===== src/rtl/song_sequencer_if.sv =====
// song_sequencer_if: run control, order-list ROM port and pattern/note outputs of the song sequencer
interface song_sequencer_if;
  logic       i_enable;
  logic       i_restart;
  logic [3:0] o_order_addr;
  logic [9:0] i_order_data;
  logic [4:0] o_new_addr;
  logic [4:0] o_new_pattern_len;
  logic       o_new_addr_valid;
  logic       o_note_stb;
  logic [3:0] o_song_pos;
  logic       o_busy;
  modport master (
    input  i_enable, i_restart, i_order_data,
    output o_order_addr, o_new_addr, o_new_pattern_len, o_new_addr_valid, o_note_stb, o_song_pos, o_busy
  );
  modport slave (
    output i_enable, i_restart, i_order_data,
    input  o_order_addr, o_new_addr, o_new_pattern_len, o_new_addr_valid, o_note_stb, o_song_pos, o_busy
  );
endinterface


===== src/rtl/song_sequencer.sv =====
// song_sequencer: walks the order list, hands each pattern to the note sequencer and emits note ticks
module song_sequencer #(
  parameter logic [15:0] TICK_DIV  = 16'd1000,
  parameter int          ORDER_LEN = 8
) (
  input logic               i_clk,
  input logic               i_rst,
  song_sequencer_if.master  bus
);
  localparam logic [1:0] IDLE  = 2'd0;
  localparam logic [1:0] FETCH = 2'd1;
  localparam logic [1:0] LOAD  = 2'd2;
  localparam logic [1:0] PLAY  = 2'd3;
  logic [1:0]  state;
  logic [3:0]  idx;
  logic [3:0]  nxt_idx;
  logic [15:0] div;
  logic [4:0]  rem;
  logic [4:0]  addr_q;
  logic [4:0]  len_q;
  logic [4:0]  len;
  logic        load_ok;
  logic        tick;
  assign len     = bus.i_order_data[9:5];
  assign nxt_idx = idx == 4'(ORDER_LEN - 1) ? 4'd0 : idx + 4'd1;
  // ROM data arrives during LOAD, so the pattern hand-off is presented combinationally in that cycle
  assign load_ok = state == LOAD && len != 5'd0 && !bus.i_restart && !i_rst;
  assign tick    = state == PLAY && bus.i_enable && div == TICK_DIV - 16'd1 && !bus.i_restart && !i_rst;
  assign bus.o_order_addr      = idx;
  assign bus.o_song_pos        = idx;
  assign bus.o_busy            = state != IDLE;
  assign bus.o_new_addr_valid  = load_ok;
  assign bus.o_note_stb        = tick;
  assign bus.o_new_addr        = load_ok ? bus.i_order_data[4:0] : addr_q;
  assign bus.o_new_pattern_len = load_ok ? len : len_q;
  // sequencing FSM: restart overrides everything but reset
  always_ff @(posedge i_clk) begin
    if (i_rst) begin
      state  <= IDLE;
      idx    <= 4'd0;
      div    <= 16'd0;
      rem    <= 5'd0;
      addr_q <= 5'd0;
      len_q  <= 5'd0;
    end else if (bus.i_restart) begin
      state <= bus.i_enable ? FETCH : IDLE;
      idx   <= 4'd0;
      div   <= 16'd0;
      rem   <= 5'd0;
    end else begin
      case (state)
        IDLE:  state <= bus.i_enable ? FETCH : IDLE;
        FETCH: state <= LOAD;
        LOAD: begin
          if (len != 5'd0) begin
            addr_q <= bus.i_order_data[4:0];
            len_q  <= len;
            rem    <= len;
            div    <= 16'd0;
            state  <= PLAY;
          end else begin
            idx   <= nxt_idx;
            state <= FETCH;
          end
        end
        PLAY: begin
          if (tick) begin
            div <= 16'd0;
            rem <= rem - 5'd1;
            if (rem == 5'd1) begin
              idx   <= nxt_idx;
              state <= FETCH;
            end
          end else if (bus.i_enable) begin
            div <= div + 16'd1;
          end
        end
      endcase
    end
  end
endmodule


===== src/flat_wrapper.sv =====
// flat-port wrapper written by rule: the top's interface ports become plain ports
module song_sequencer_flat 
#(
  parameter logic [15:0] TICK_DIV  = 16'd1000,
  parameter int          ORDER_LEN = 8
)
  (i_clk, i_rst, bus_i_enable, bus_i_restart, bus_i_order_data, bus_o_order_addr, bus_o_new_addr, bus_o_new_pattern_len, bus_o_new_addr_valid, bus_o_note_stb, bus_o_song_pos, bus_o_busy);
  song_sequencer_if bus_i ();
  input logic i_clk;
  input logic i_rst;
  input wire logic [$bits(bus_i.i_enable)-1:0] bus_i_enable;
  input wire logic [$bits(bus_i.i_restart)-1:0] bus_i_restart;
  input wire logic [$bits(bus_i.i_order_data)-1:0] bus_i_order_data;
  output wire logic [$bits(bus_i.o_order_addr)-1:0] bus_o_order_addr;
  output wire logic [$bits(bus_i.o_new_addr)-1:0] bus_o_new_addr;
  output wire logic [$bits(bus_i.o_new_pattern_len)-1:0] bus_o_new_pattern_len;
  output wire logic [$bits(bus_i.o_new_addr_valid)-1:0] bus_o_new_addr_valid;
  output wire logic [$bits(bus_i.o_note_stb)-1:0] bus_o_note_stb;
  output wire logic [$bits(bus_i.o_song_pos)-1:0] bus_o_song_pos;
  output wire logic [$bits(bus_i.o_busy)-1:0] bus_o_busy;
  assign bus_i.i_enable = bus_i_enable;
  assign bus_i.i_restart = bus_i_restart;
  assign bus_i.i_order_data = bus_i_order_data;
  assign bus_o_order_addr = bus_i.o_order_addr;
  assign bus_o_new_addr = bus_i.o_new_addr;
  assign bus_o_new_pattern_len = bus_i.o_new_pattern_len;
  assign bus_o_new_addr_valid = bus_i.o_new_addr_valid;
  assign bus_o_note_stb = bus_i.o_note_stb;
  assign bus_o_song_pos = bus_i.o_song_pos;
  assign bus_o_busy = bus_i.o_busy;
  song_sequencer #(.TICK_DIV(TICK_DIV), .ORDER_LEN(ORDER_LEN)) u_core (.i_clk(i_clk), .i_rst(i_rst), .bus(bus_i));
endmodule

===== config.mk =====
export PLATFORM = sky130hd
export DESIGN_NAME = song_sequencer_flat
export DESIGN_NICKNAME = d
export VERILOG_FILES = /design/src/rtl/song_sequencer_if.sv /design/src/rtl/song_sequencer.sv /design/src/flat_wrapper.sv
export SDC_FILE = /design/constraint.sdc
export NUM_CORES = 1
export LEC_CHECK = 0
export ABC_CLOCK_PERIOD_IN_PS = 2000
export CORE_ASPECT_RATIO = 1.1
export CORE_UTILIZATION = 50
export CTS_BUF_LIST = sky130_fd_sc_hd__clkbuf_4 sky130_fd_sc_hd__clkbuf_8
export DETAILED_ROUTE_END_ITERATION = 8
export PLACE_DENSITY = 0.85
export SLEW_MARGIN = 25
export SYNTH_ARGS = -nofsm -noshare
export SYNTH_HDL_FRONTEND = slang
export SYNTH_SLANG_ARGS = --single-unit

===== constraint.sdc =====
create_clock -name i_clk -period 2 [get_ports i_clk]
set_clock_uncertainty 0.2 [all_clocks]
set_input_delay 0.3 -clock i_clk [delete_from_list [all_inputs] [get_ports i_clk]]
set_output_delay 0.3 -clock i_clk [all_outputs]
set_load 0.03 [all_outputs]

# After elaboration in Yosys (flattened, before gate mapping)
# Index checks and enable logic that the tools add are counted.
[totals] ff_bits=37 latch_bits=0 mem_bits_rw=0 romBits=0 word_cells=62 n_memories=0
[op_classes] addsub=3 multipliers=0 div_mod_pow=0 n_lt_le_gt_ge=0 n_eq_ne=13 n_shift=0 muxes=20 n_bitwise=1 n_reduce_logical=19
[op_table] cell="$mux W16" count=3
[op_table] cell="$pmux W16 S2" count=1
[op_table] cell="$mux W5" count=4
[op_table] cell="$add A16 B1 Y16 const B" count=1
[op_table] cell="$eq A16 B10 Y1 const B" count=1
[op_table] cell="$mux W4" count=4
[op_table] cell="$pmux W5 S2" count=1
[op_table] cell="$ne A3 B3 Y1 const B" count=3
[op_table] cell="$reduce_and A3 Y1" count=3
[op_table] cell="$mux W2" count=4
[op_table] cell="$ne A2 B2 Y1 const B" count=4
[op_table] cell="$pmux W2 S4" count=1
[op_table] cell="$pmux W4 S2" count=1
[op_table] cell="$logic_and A1 B1 Y1" count=7
[op_table] cell="$eq A5 B1 Y1 const B" count=1
[op_table] cell="$reduce_bool A5 Y1" count=1
[op_table] cell="$sub A5 B1 Y5 const B" count=1
[op_table] cell="$add A4 B1 Y4 const B" count=1
[op_table] cell="$eq A2 B2 Y1 const B" count=2
[op_table] cell="$eq A4 B3 Y1 const B" count=1
[op_table] cell="$reduce_and A4 Y1" count=1
[op_table] cell="$reduce_bool A2 Y1" count=2
[op_table] cell="$eq A2 B1 Y1 const B" count=1
[op_table] cell="$logic_not A1 Y1" count=2
[op_table] cell="other kinds (5)" count=5

# Logic depth before layout (Yosys ltp)
# Gate-level depths: netlist (run 1).
[logic_depth] ltp_word=8 depth_mapped=7 depth_no_buf=6

# Least setup slack after synthesis (run 1)
# No wires, ideal clock.
[synth_path] path_kind="input port to output port" startpoint="in bus_i_order_data[5]" endpoint="out bus_o_new_addr[0]" t_arrival_ns=1.632 required_ns=1.500 slack_ns=-0.132 cell_stages=5 path_buffers=1 cell_sequence="or3_4 -> o21bai_2 -> nor2_1 -> buf_2 -> mux2_1"
[synth_between] elab_chain_len=5
[synth_rtl] item="from (decl)" line_no="flat_wrapper.sv:13" rtl="input wire logic [$bits(bus_i.i_order_data)-1:0] bus_i_order_data;"
[synth_rtl] item="$reduce_bool A5 Y1" line_no="song_sequencer.sv:27" rtl="assign load_ok = state == LOAD && len != 5'd0 && !bus.i_restart && !i_rst;"
[synth_rtl] item="$logic_and A1 B1 Y1 (3 in series)" line_no="song_sequencer.sv:27"
[synth_rtl] item="$mux W5" line_no="song_sequencer.sv:34" rtl="assign bus.o_new_addr = load_ok ? bus.i_order_data[4:0] : addr_q;"
[synth_rtl] item="to (decl)" line_no="flat_wrapper.sv:15" rtl="output wire logic [$bits(bus_i.o_new_addr)-1:0] bus_o_new_addr;"
# Every way passes these cells.

# Final worst setup path (run 1)
[layout_path] startpoint="in bus_i_order_data[8]" endpoint="out bus_o_new_addr[1]"
# Same word-level chain as after synthesis.

==> results of run 1 <==
logic make-up (layout without fill, tap and decap cells):
group	count (synthesis)	in the layout	share of synthesized area [%]
adder cells (fa/ha/maj)	4	4	2.367
AND/OR/NAND/NOR	98	99	26.74
XOR/XNOR	1	1	0.4143
AO/OA/AOI/OAI	69	69	23.37
flip-flops	37	37	35.03
buffers and inverters	20	112	5.798
multiplexers	12	12	6.272
cell type report:
class | instances | area (um^2) | area share, %
Sequential cell | 37 | 747.0 | 23.42
Inverter | 6 | 22.52 | 0.7062
Clock inverter | 1 | 5.005 | 0.1569
Timing Repair Buffer | 98 | 852.1 | 26.72
Tap cell | 52 | 65.06 | 2.040
Multi-Input combinational cell | 185 | 1401 | 43.94
Clock buffer | 7 | 96.34 | 3.021
power by group:
| part | switching, mW | internal [mW] | leakage (nW) | total, mW |
|---|---|---|---|---|
| Sequential | 0.00655 | 0.743 | 0.301 | 0.749 |
| Combinational | 0.100 | 0.0922 | 0.906 | 0.192 |
| Clock | 0.288 | 0.312 | 0.0542 | 0.600 |
| Total | 0.394 | 1.15 | 1.26 | 1.54 |
flip-flops by register name, indices dropped and copies added, names as in the netlist:
name and count:
u_core.addr_q 5, u_core.rem 5, u_core.len_q 5, u_core.state 2, u_core.bus.o_order_addr 4, u_core.div 16
worst min-delay path, stage by stage:
cell and delay [ns]:
buf_6 0.07, buf_4 0.11, a22o_1 0.13
synthesized netlist by cell type (3+ instances only):
library cell / number
o31ai_1: 6
o211ai_1: 3
o21ai_0: 13
a21oi_1: 9
and2_1: 4
nand2_1: 21
nand3b_1: 3
o21ai_1: 5
nand4_1: 4
clkbuf_1: 3
nand3_1: 11
inv_1: 6
or3_1: 3
nor3_1: 9
buf_4: 6
buf_6: 3
a32o_1: 3
ha_1: 4
a211oi_1: 3
nor2_1: 18
a22o_1: 11
mux2_1: 9
dfxtp_1: 37
a31oi_1: 4
and4_1: 5
worst paths after layout:
path | endpoint | slack [ns] | depth (start not counted)
max | bus_o_new_addr[1] | -0.22 | 7
min | u_core.len_q[2]$_SDFFE_PP0P_ | 0.14 | 3
min reg2reg | u_core.addr_q[4]$_SDFFE_PP0P_ | 0.30 | 1
max reg2reg | u_core.rem[4]$_SDFFE_PP0P_ | -0.10 | 7
cell usage in the layout, fill, tap and decap left out, drive strengths merged, types with 7 or more instances in the layout:
cell	instances
nand2	21
mux2	10
a21oi	10
nand3	11
a22o	11
o21ai	19
buf	79
clkbuf	7
dfxtp	37
nor2	21
nor3	9
clkdlybuf4s50	13
through the flow:
stage	total power [mW]	cell area, um^2	util (%)
2_1_floorplan	0.8403	2122	-
3_3_place_gp	0.9242	2780	69.61
3_5_place_dp	0.9278	2780	69.61
4_1_cts	1.514	3037	76.03
5_1_grt	1.583	3189	79.86
6_report	1.541	3189	79.86
layer usage:
layer,GRT usage [%],share of wire [%],vias up
li1,-,-,1085
met1,36.86,38,1190
met2,53.90,50,160
met3,6.209,7.3,45
met4,18.43,4.8,0
met5,0,0,-
what timing repair did:
item	CTS	global route
hold endpoints to repair	0	0
cloned	1	0
setup endpoints to repair	31	27
pin swaps	8	16
resized for setup	49	23
setup buffers	7	7
==> flow_summary_export.csv, run 1 <==
group,metric,value,unit
drt,avgViaCountPerCell,6.425,
hold_path,hp-start,"bus_i_order_data[7]",
synthesis,synth_cells,241,
cells_and_area,fillers,217,
critical_path,crit_chain,"dlygate4sd2_1 > or2_4 > o21bai_4 > nor2_4 > buf_4 > mux2_4 > buf_6",
synthesis,synthFlopType,"dfxtp_1",
cts,clk_pin_slew,0.08,ns
cts,clock_path_buffers,2,
place,gp_congestion,0.9864,
drt,routed_wl,7.770,mm
sta,maxSlewViolCount,0,
floorplanning,num_rows,24,
place,place_ws,-0.9581,ns
global_route,grt_pass1_vias,2329,
critical_path,critPathTopFamily,"buffers and inverters",
critical_path,critPathCaptureType,"primary output",
drt,route.antenna.remaining_nets,0,
critical_path,worstPathMaxFanout,3,
cts,clock-sinks,37,
sta,hold_violations,0,
cells_and_area,drive_above_1_share,38.02,%
sta,hold-worst-slack,0.1411,ns
sta,fmax,450.7,MHz
critical_path,cp_data_arrival_time,1.72,ns
floorplanning,initial_core_util,52.94,%
sta,postLayoutSetupSlackWorst,-0.2186,ns
power_and_ir_drop,total_leakage_power,1.261,nW
place,dpl.cell_count,364,
cells_and_area,stdcell_count,386,
sta,period_share,110.9,%
global_route,grt_pass1_wl,11.02,mm
synthesis,syn_nets,259,
drt,vias,2480,
power_and_ir_drop,irDropWorstVdd,0.4191,mV
power_and_ir_drop,power_density,483.3,nW/um^2
floorplanning,core_area,3994,um^2
critical_path,startpoint,"bus_i_order_data[8]",
synthesis,ys_warn_count,0,
global_route,grt_antenna_before_repair,0,
synthesis,yosysSeqAreaShare,35.03,%
critical_path,crit_slowest_cell,"mux2_4",
global_route,grt_use_total,31.86,%
cts,hold_buffers,0,
global_route,grt_max_degree,16,
critical_path,r2r-start,"u_core.div[0]$_SDFFE_PP0P_",
place,hpwl,4.124,mm
run_status,failed_checks,"negative setup slack",
global_route,overflow,0,
synthesis,synthArstFlopShare,0,%
floorplanning,dieArea,4493,um^2
critical_path,worstSetupStartpointType,"primary input",
synthesis,synth_top_cell_by_area,"dfxtp_1",
cells_and_area,nNetsFinal,351,
critical_path,cp.required,1.50,ns
sta,relSlewSlack,71.16,%
synthesis,yosys.area.top_type_share,35.03,%
place,io_buffers,34,
sta,tightest_slew,0.4292,ns
cts,cts_buffers,5,
synthesis,ys_types,55,
synthesis,synth_area,2115,um^2
critical_path,max_stage_delay,0.31,ns
run_status,outcome,"finished with violations",
cts,tritoncts,"done",
synthesis,synth_edf_count,0,
drt,drt-initial-drc-count,360,
cells_and_area,antennaDiodeCount,0,
drt,firstDrtPassIters,5,
hold_path,hold_class,"in -> reg",
cells_and_area,areaGrowthSynthToFinish,50.83,%
sta,rsz0062_at_grt,"yes",
synthesis,synthTopCellsByArea,"dfxtp_1 (35%), mux2_1 (4.8%), a22o_1 (4.6%)",
sta,period_minus_slack,2.219,ns
sta,setup_viol,20,
floorplanning,io_pins,35,
floorplanning,dieHeight,70.21,um
drt,wire_per_inst,20.13,um
critical_path,criticalPathCategory,"in -> out",
drt,drc,0,
cts,ctsHtreeMaxLevel,2,
floorplanning,die_width,64.01,um
flow_run,maxCapViolCount,0,
synthesis,syn_avg_cell_area,8.774,um^2
sta,fin_setup_tns,-2.597,ns
cts,worstSkewPairLatency,0.30,ns
critical_path,worst-path-buf-inv,3,
cts,cts-root-buf,"clkbuf_8",
synthesis,synth-seq-cells,37,
Power figures use the tool's default switching activity.
==> run 2: changes to the inputs <==
- SKIP_CTS_REPAIR_TIMING: unset -> 1
==> run 2 against run 1 <==
The flow still finishes with violations (negative setup slack). Utilization is 1.2 points lower. Largest power group unchanged. Setup slack worse by 0.010 ns. Die area stayed put. Sequential power hardly changed.
==> flow_summary_export.csv, run 2 (synthesis gave the netlist of run 1 again) <==
group,metric,value,unit
sta,tightest_slew,0.3419,ns
power_and_ir_drop,pwr-share-comb,12.3,%
place,postPlaceCellArea,2780,um^2
critical_path,crit_chain,"buf_6 > or3_4 > o21bai_4 > nor2_4 > buf_12 > mux2_4 > buf_6",
sta,fin_setup_tns,-2.161,ns
power_and_ir_drop,irDropWorstVdd,0.5674,mV
power_and_ir_drop,p_sw,0.3890,mW
power_and_ir_drop,total_leakage_power,1.269,nW
critical_path,crit_top_cell,"buf_6",
cells_and_area,antennaDiodeCount,0,
power_and_ir_drop,seqPwrFrac,48.8,%
floorplanning,die_width,64.01,um
drt,avgViaCountPerCell,6.187,
sta,period_share,111.4,%
global_route,grt_max_degree,17,
cells_and_area,largest_reg_flops,16,
sta,postLayoutSetupSlackWorst,-0.2287,ns
cells_and_area,fillers,230,
global_route,grt_pass1_wl,9.563,mm
cts,cts_buffers,5,
floorplanning,dieArea,4493,um^2
global_route,grt_antenna_before_repair,0,
critical_path,cp.required,1.50,ns
drt,route.antenna.remaining_nets,0,
place,place_ws,-0.9581,ns
power_and_ir_drop,power.share.clock,38.9,%
place,hpwl,4.124,mm
flow_run,maxCapViolCount,0,
critical_path,worstPathMaxFanout,8,
cts,clk_pin_slew,0.08,ns
cts,cts-root-buf,"clkbuf_8",
sta,setup_viol,11,
floorplanning,dieHeight,70.21,um
place,io_buffers,34,
floorplanning,initial_core_util,52.94,%
drt,routed_wl,7.222,mm
cells_and_area,final_area,3143,um^2
sta,period_minus_slack,2.229,ns
critical_path,criticalPathCategory,"in -> out",
critical_path,crit_slowest_cell,"or3_4",
floorplanning,core_area,3994,um^2
critical_path,worstSetupStartpointType,"primary input",
sta,fmax,448.7,MHz
cts,clock-sinks,37,
cells_and_area,areaGrowthSynthToFinish,48.64,%
cells_and_area,final_common_cell,"buf_4",
sta,hold_violations,0,
sta,rsz0062_at_grt,"yes",
cts,worstSkewPairLatency,0.30,ns
floorplanning,num_rows,24,
place,gp_congestion,0.9864,
cells_and_area,drive_above_1_share,36.59,%
cts,clock_path_buffers,2,
global_route,grt_use_total,27.17,%
hold_path,hold_class,"in -> reg",
power_and_ir_drop,power_density,488.5,nW/um^2
cts,tritoncts,"done",
global_route,overflow,0,
drt,drc,0,
sta,maxSlewViolCount,0,
power_and_ir_drop,totalPowerFinal,1.535,mW
cells_and_area,nNetsFinal,345,
power_and_ir_drop,sw_frac_of_total,25.33,%
critical_path,critPathCaptureType,"primary output",
critical_path,cp_data_arrival_time,1.73,ns
drt,wire_per_inst,19.01,um
drt,drt-initial-drc-count,254,
cts,ctsHtreeMaxLevel,2,
global_route,grt_pass1_vias,2172,
power_and_ir_drop,p_int,1.146,mW
run_status,outcome,"finished with violations",
sta,relSlewSlack,77.11,%
drt,firstDrtPassIters,5,
critical_path,critPathTopFamily,"simple AND/OR/NAND/NOR gates",
critical_path,max_stage_delay,0.41,ns
run_status,failed_checks,"negative setup slack",
drt,vias,2351,
critical_path,worst-path-buf-inv,3,
cells_and_area,regMostFlops,"u_core.div",
floorplanning,io_pins,35,
cells_and_area,layout_common_cells,"buf_4 (55), dfxtp_1 (31), nand2_1 (21), nor2_1 (16), buf_6 (15)",
[run 2: power groups by stage]
stage | clock, mW | combinational (mW) | sequential (mW)
finish | 0.597 | 0.189 | 0.749
global route | 0.628 | 0.198 | 0.749
CTS | 0.596 | 0.164 | 0.747
detailed placement | 0 | 0.164 | 0.764
global placement | 0 | 0.160 | 0.764
floorplan | 0 | 0.0759 | 0.764
[run 2: through the flow]
stage          instances  util [%]  hold slack, ns
2_1_floorplan        241         -          0.1691
5_1_grt              380     78.70          0.1192
3_5_place_dp         364     69.61          0.2568
6_report             380     78.70          0.1246
3_3_place_gp         364     69.61          0.2540
4_1_cts              372     72.15          0.2758
[run 2: cell type report]
type	instances	area, um^2	area share, %
clock buffer	7	96.34	3.065
multi-input combinational	185	1389	44.19
timing repair buffer	92	817.0	26.00
sequential	37	748.2	23.81
clock inverter	1	5.005	0.1592
tap	52	65.06	2.070
inverter	6	22.52	0.7166
[run 2: final timing paths]
| kind | end | cells past startpoint | slack [ns] | from |
|---|---|---|---|---|
| setup / recovery | bus_o_new_pattern_len[4] | 7 | -0.23 | bus_i_order_data[7] |
| hold / removal | u_core.len_q[2]$_SDFFE_PP0P_ | 3 | 0.12 | bus_i_order_data[7] |
| setup reg to reg | u_core.bus.o_order_addr[3]$_SDFFE_PP0P_ | 5 | 0.02 | u_core.div[4]$_SDFFE_PP0P_ |
| hold reg to reg | u_core.len_q[3]$_SDFFE_PP0P_ | 1 | 0.29 | u_core.len_q[3]$_SDFFE_PP0P_ |
[run 2: worst register-to-register path, stage by stage (launching register included)]
cell and delay (ns):
dfxtp_2 0.34, nor4b_4 0.39, and4_4 0.36, a31oi_4 0.13
buf_4 0.18, o31ai_1 0.29
[run 2: routing by layer]
metal  up-vias  track usage [%]  part of all wire (%)
met3        25            4.412                   6.2
met4         0            13.89                   3.1
li1       1081                -                     -
met1      1126            32.31                    39
met2       119            46.45                    52
met5         -                0                     0
==> run 3: changes to the inputs <==
- MAX_ROUTING_LAYER: unset -> met4
==> run 3 against run 2 <==
The run still ends with negative setup slack left. Global-route usage decreased by 0.73 points. Via count decreased by 0.89%. Die area unchanged. Register-to-register slack got worse by 0.02 ns. Utilization decreased by 0.56 points. Sequential share of layout area increased by 0.13 points. Critical path type is now reg -> out. Critical endpoint is now bus_o_new_pattern_len[0]. Largest power group unchanged.
==> flow_summary_export.csv, run 3 (synthesis gave the netlist of run 1 again) <==
group,metric,value,unit
drt,firstDrtPassIters,5,
place,io_buffers,34,
cells_and_area,drive_above_1_share,36.39,%
cts,cts-root-buf,"clkbuf_8",
critical_path,crit_chain,"nand2b_4 > o21bai_4 > nor2_4 > buf_12 > mux2_2 > buf_6",
place,postPlaceCellArea,2773,um^2
sta,period_share,111.7,%
cts,clock-sinks,37,
critical_path,r2r_end,"u_core.rem[4]$_SDFFE_PP0P_",
floorplanning,num_rows,24,
cells_and_area,largest_reg_flops,16,
power_and_ir_drop,power.share.clock,36.9,%
power_and_ir_drop,power_density,475.8,nW/um^2
cells_and_area,antennaDiodeCount,0,
critical_path,max_stage_delay,0.41,ns
critical_path,r2r.worst_path.cells,7,
sta,tightest_slew,0.3416,ns
cells_and_area,final_core_util,78.13,%
critical_path,startpoint,"u_core.state[1]$_SDFFE_PP0P_",
run_status,outcome,"finished with violations",
place,gp_congestion,0.9964,
floorplanning,dieArea,4493,um^2
sta,setup_viol,11,
cells_and_area,regArea,747.0,um^2
cells_and_area,stdcell_count,379,
critical_path,criticalPathCategory,"reg -> out",
drt,avgViaCountPerCell,6.148,
floorplanning,initial_core_util,52.94,%
cts,ctsHtreeMaxLevel,2,
global_route,grt_use_total,26.44,%
cells_and_area,final_common_cell,"buf_4",
cts,worstSkewPairLatency,0.29,ns
global_route,grt_pass1_wl,9.135,mm
critical_path,critPathTopFamily,"flip-flops",
global_route,grt_max_degree,16,
hold_path,hold_class,"in -> reg",
critical_path,cp.required,1.50,ns
critical_path,cp_num_cells,6,
cts,cts_buffers,5,
floorplanning,io_pins,35,
cts,clock_path_buffers,2,
cells_and_area,nNetsFinal,345,
critical_path,r2r_slack,0,ns
floorplanning,dieHeight,70.21,um
critical_path,crit_slowest_cell,"dfxtp_1",
power_and_ir_drop,sw_frac_of_total,24.42,%
global_route,grt_antenna_before_repair,0,
critical_path,worst-path-buf-inv,2,
cells_and_area,regMostFlops,"u_core.div",
drt,drt-initial-drc-count,367,
power_and_ir_drop,seqPwrFrac,50.4,%
sta,fmax,447.5,MHz
critical_path,endpoint,"bus_o_new_pattern_len[0]",
critical_path,worstSetupStartpointType,"flop",
sta,rsz0062_at_grt,"yes",
sta,period_minus_slack,2.235,ns
cts,clk_pin_slew,0.07,ns
power_and_ir_drop,p_sw,0.3626,mW
flow_run,maxCapViolCount,0,
place,dpl.cell_count,363,
cells_and_area,areaGrowthSynthToFinish,47.57,%
cells_and_area,final_area,3120,um^2
place,hpwl,3.994,mm
global_route,overflow,0,
power_and_ir_drop,total_leakage_power,1.257,nW
sta,postLayoutSetupSlackWorst,-0.2345,ns
run_status,failed_checks,"negative setup slack",
floorplanning,core_area,3994,um^2
sta,fin_setup_tns,-1.965,ns
power_and_ir_drop,pwr-share-comb,12.6,%
drt,wire_per_inst,18.24,um
critical_path,cp_data_arrival_time,1.73,ns
sta,relSlewSlack,77.05,%
drt,vias,2330,
sta,maxSlewViolCount,0,
critical_path,worstPathMaxFanout,8,
power_and_ir_drop,irDropWorstVdd,0.4239,mV
power_and_ir_drop,totalPowerFinal,1.485,mW
critical_path,critPathCaptureType,"primary output",
cells_and_area,multi_input_area,1379,um^2
drt,route.antenna.remaining_nets,0,
cts,tritoncts,"done",
drt,drc,0,
cells_and_area,layout_common_cells,"buf_4 (55), dfxtp_1 (32), nand2_1 (21), nor2_1 (16), buf_6 (15)",
floorplanning,die_width,64.01,um
sta,hold_violations,0,
global_route,grt_pass1_vias,2042,
drt,routed_wl,6.913,mm
critical_path,r2r-start,"u_core.div[1]$_SDFFE_PP0P_",
power_and_ir_drop,p_int,1.122,mW
cells_and_area,fillers,243,
## run 3: cell type report
type,instances,area share [%]
repair buffers,92,26.18
flip-flops and latches,37,23.94
clock buffers,7,2.887
multi-input cells,185,44.19
well taps,52,2.085
inverters,6,0.7217
## run 3: how the worst min path moves through the flow
stage                                              from                       endpoint  cells past startpoint
after floorplan                                   i_rst   u_core.state[0]$_SDFFE_PP0P_                      1
after CTS                 u_core.addr_q[0]$_SDFFE_PP0P_  u_core.addr_q[0]$_SDFFE_PP0P_                      1
final                                             i_rst   u_core.state[0]$_SDFFE_PP0P_                      3
after global placement    u_core.addr_q[4]$_SDFFE_PP0P_  u_core.addr_q[4]$_SDFFE_PP0P_                      1
after global routing                              i_rst   u_core.state[0]$_SDFFE_PP0P_                      3
after detailed placement  u_core.addr_q[3]$_SDFFE_PP0P_  u_core.addr_q[3]$_SDFFE_PP0P_                      1
## run 3: power by group through the flow
stage / sequential (mW) / clock [mW] / combinational, mW
floorplan: 0.764 / 0 / 0.0759
global placement: 0.764 / 0 / 0.159
detailed placement: 0.764 / 0 / 0.162
CTS: 0.748 / 0.551 / 0.163
global route: 0.749 / 0.587 / 0.197
finish: 0.749 / 0.549 / 0.187
## run 3: through the flow
step	setup WS (ns)	hold WS [ns]
2_1_floorplan	0.01083	0.1691
3_3_place_gp	-0.7938	0.2533
3_5_place_dp	-0.8843	0.2572
4_1_cts	-0.8843	0.2765
5_1_grt	-0.2759	0.1497
6_report	-0.2345	0.1550
## run 3: routing by layer
metal	part of all wire [%]	global-route usage, %	wire length (um)	vias up
li1	-	-	-	1077
met1	40	33.06	2734	1131
met2	53	43.50	3666	110
met3	6.0	4.085	413	12
met4	1.4	8.081	99	0
met5	0	-	0	-
## run 3: worst min-delay path, delay by kind of cell
kind | cells | cell delay [ns]
AO/OA/AOI/OAI | 1 | 0.04
buffers and inverters | 2 | 0.26
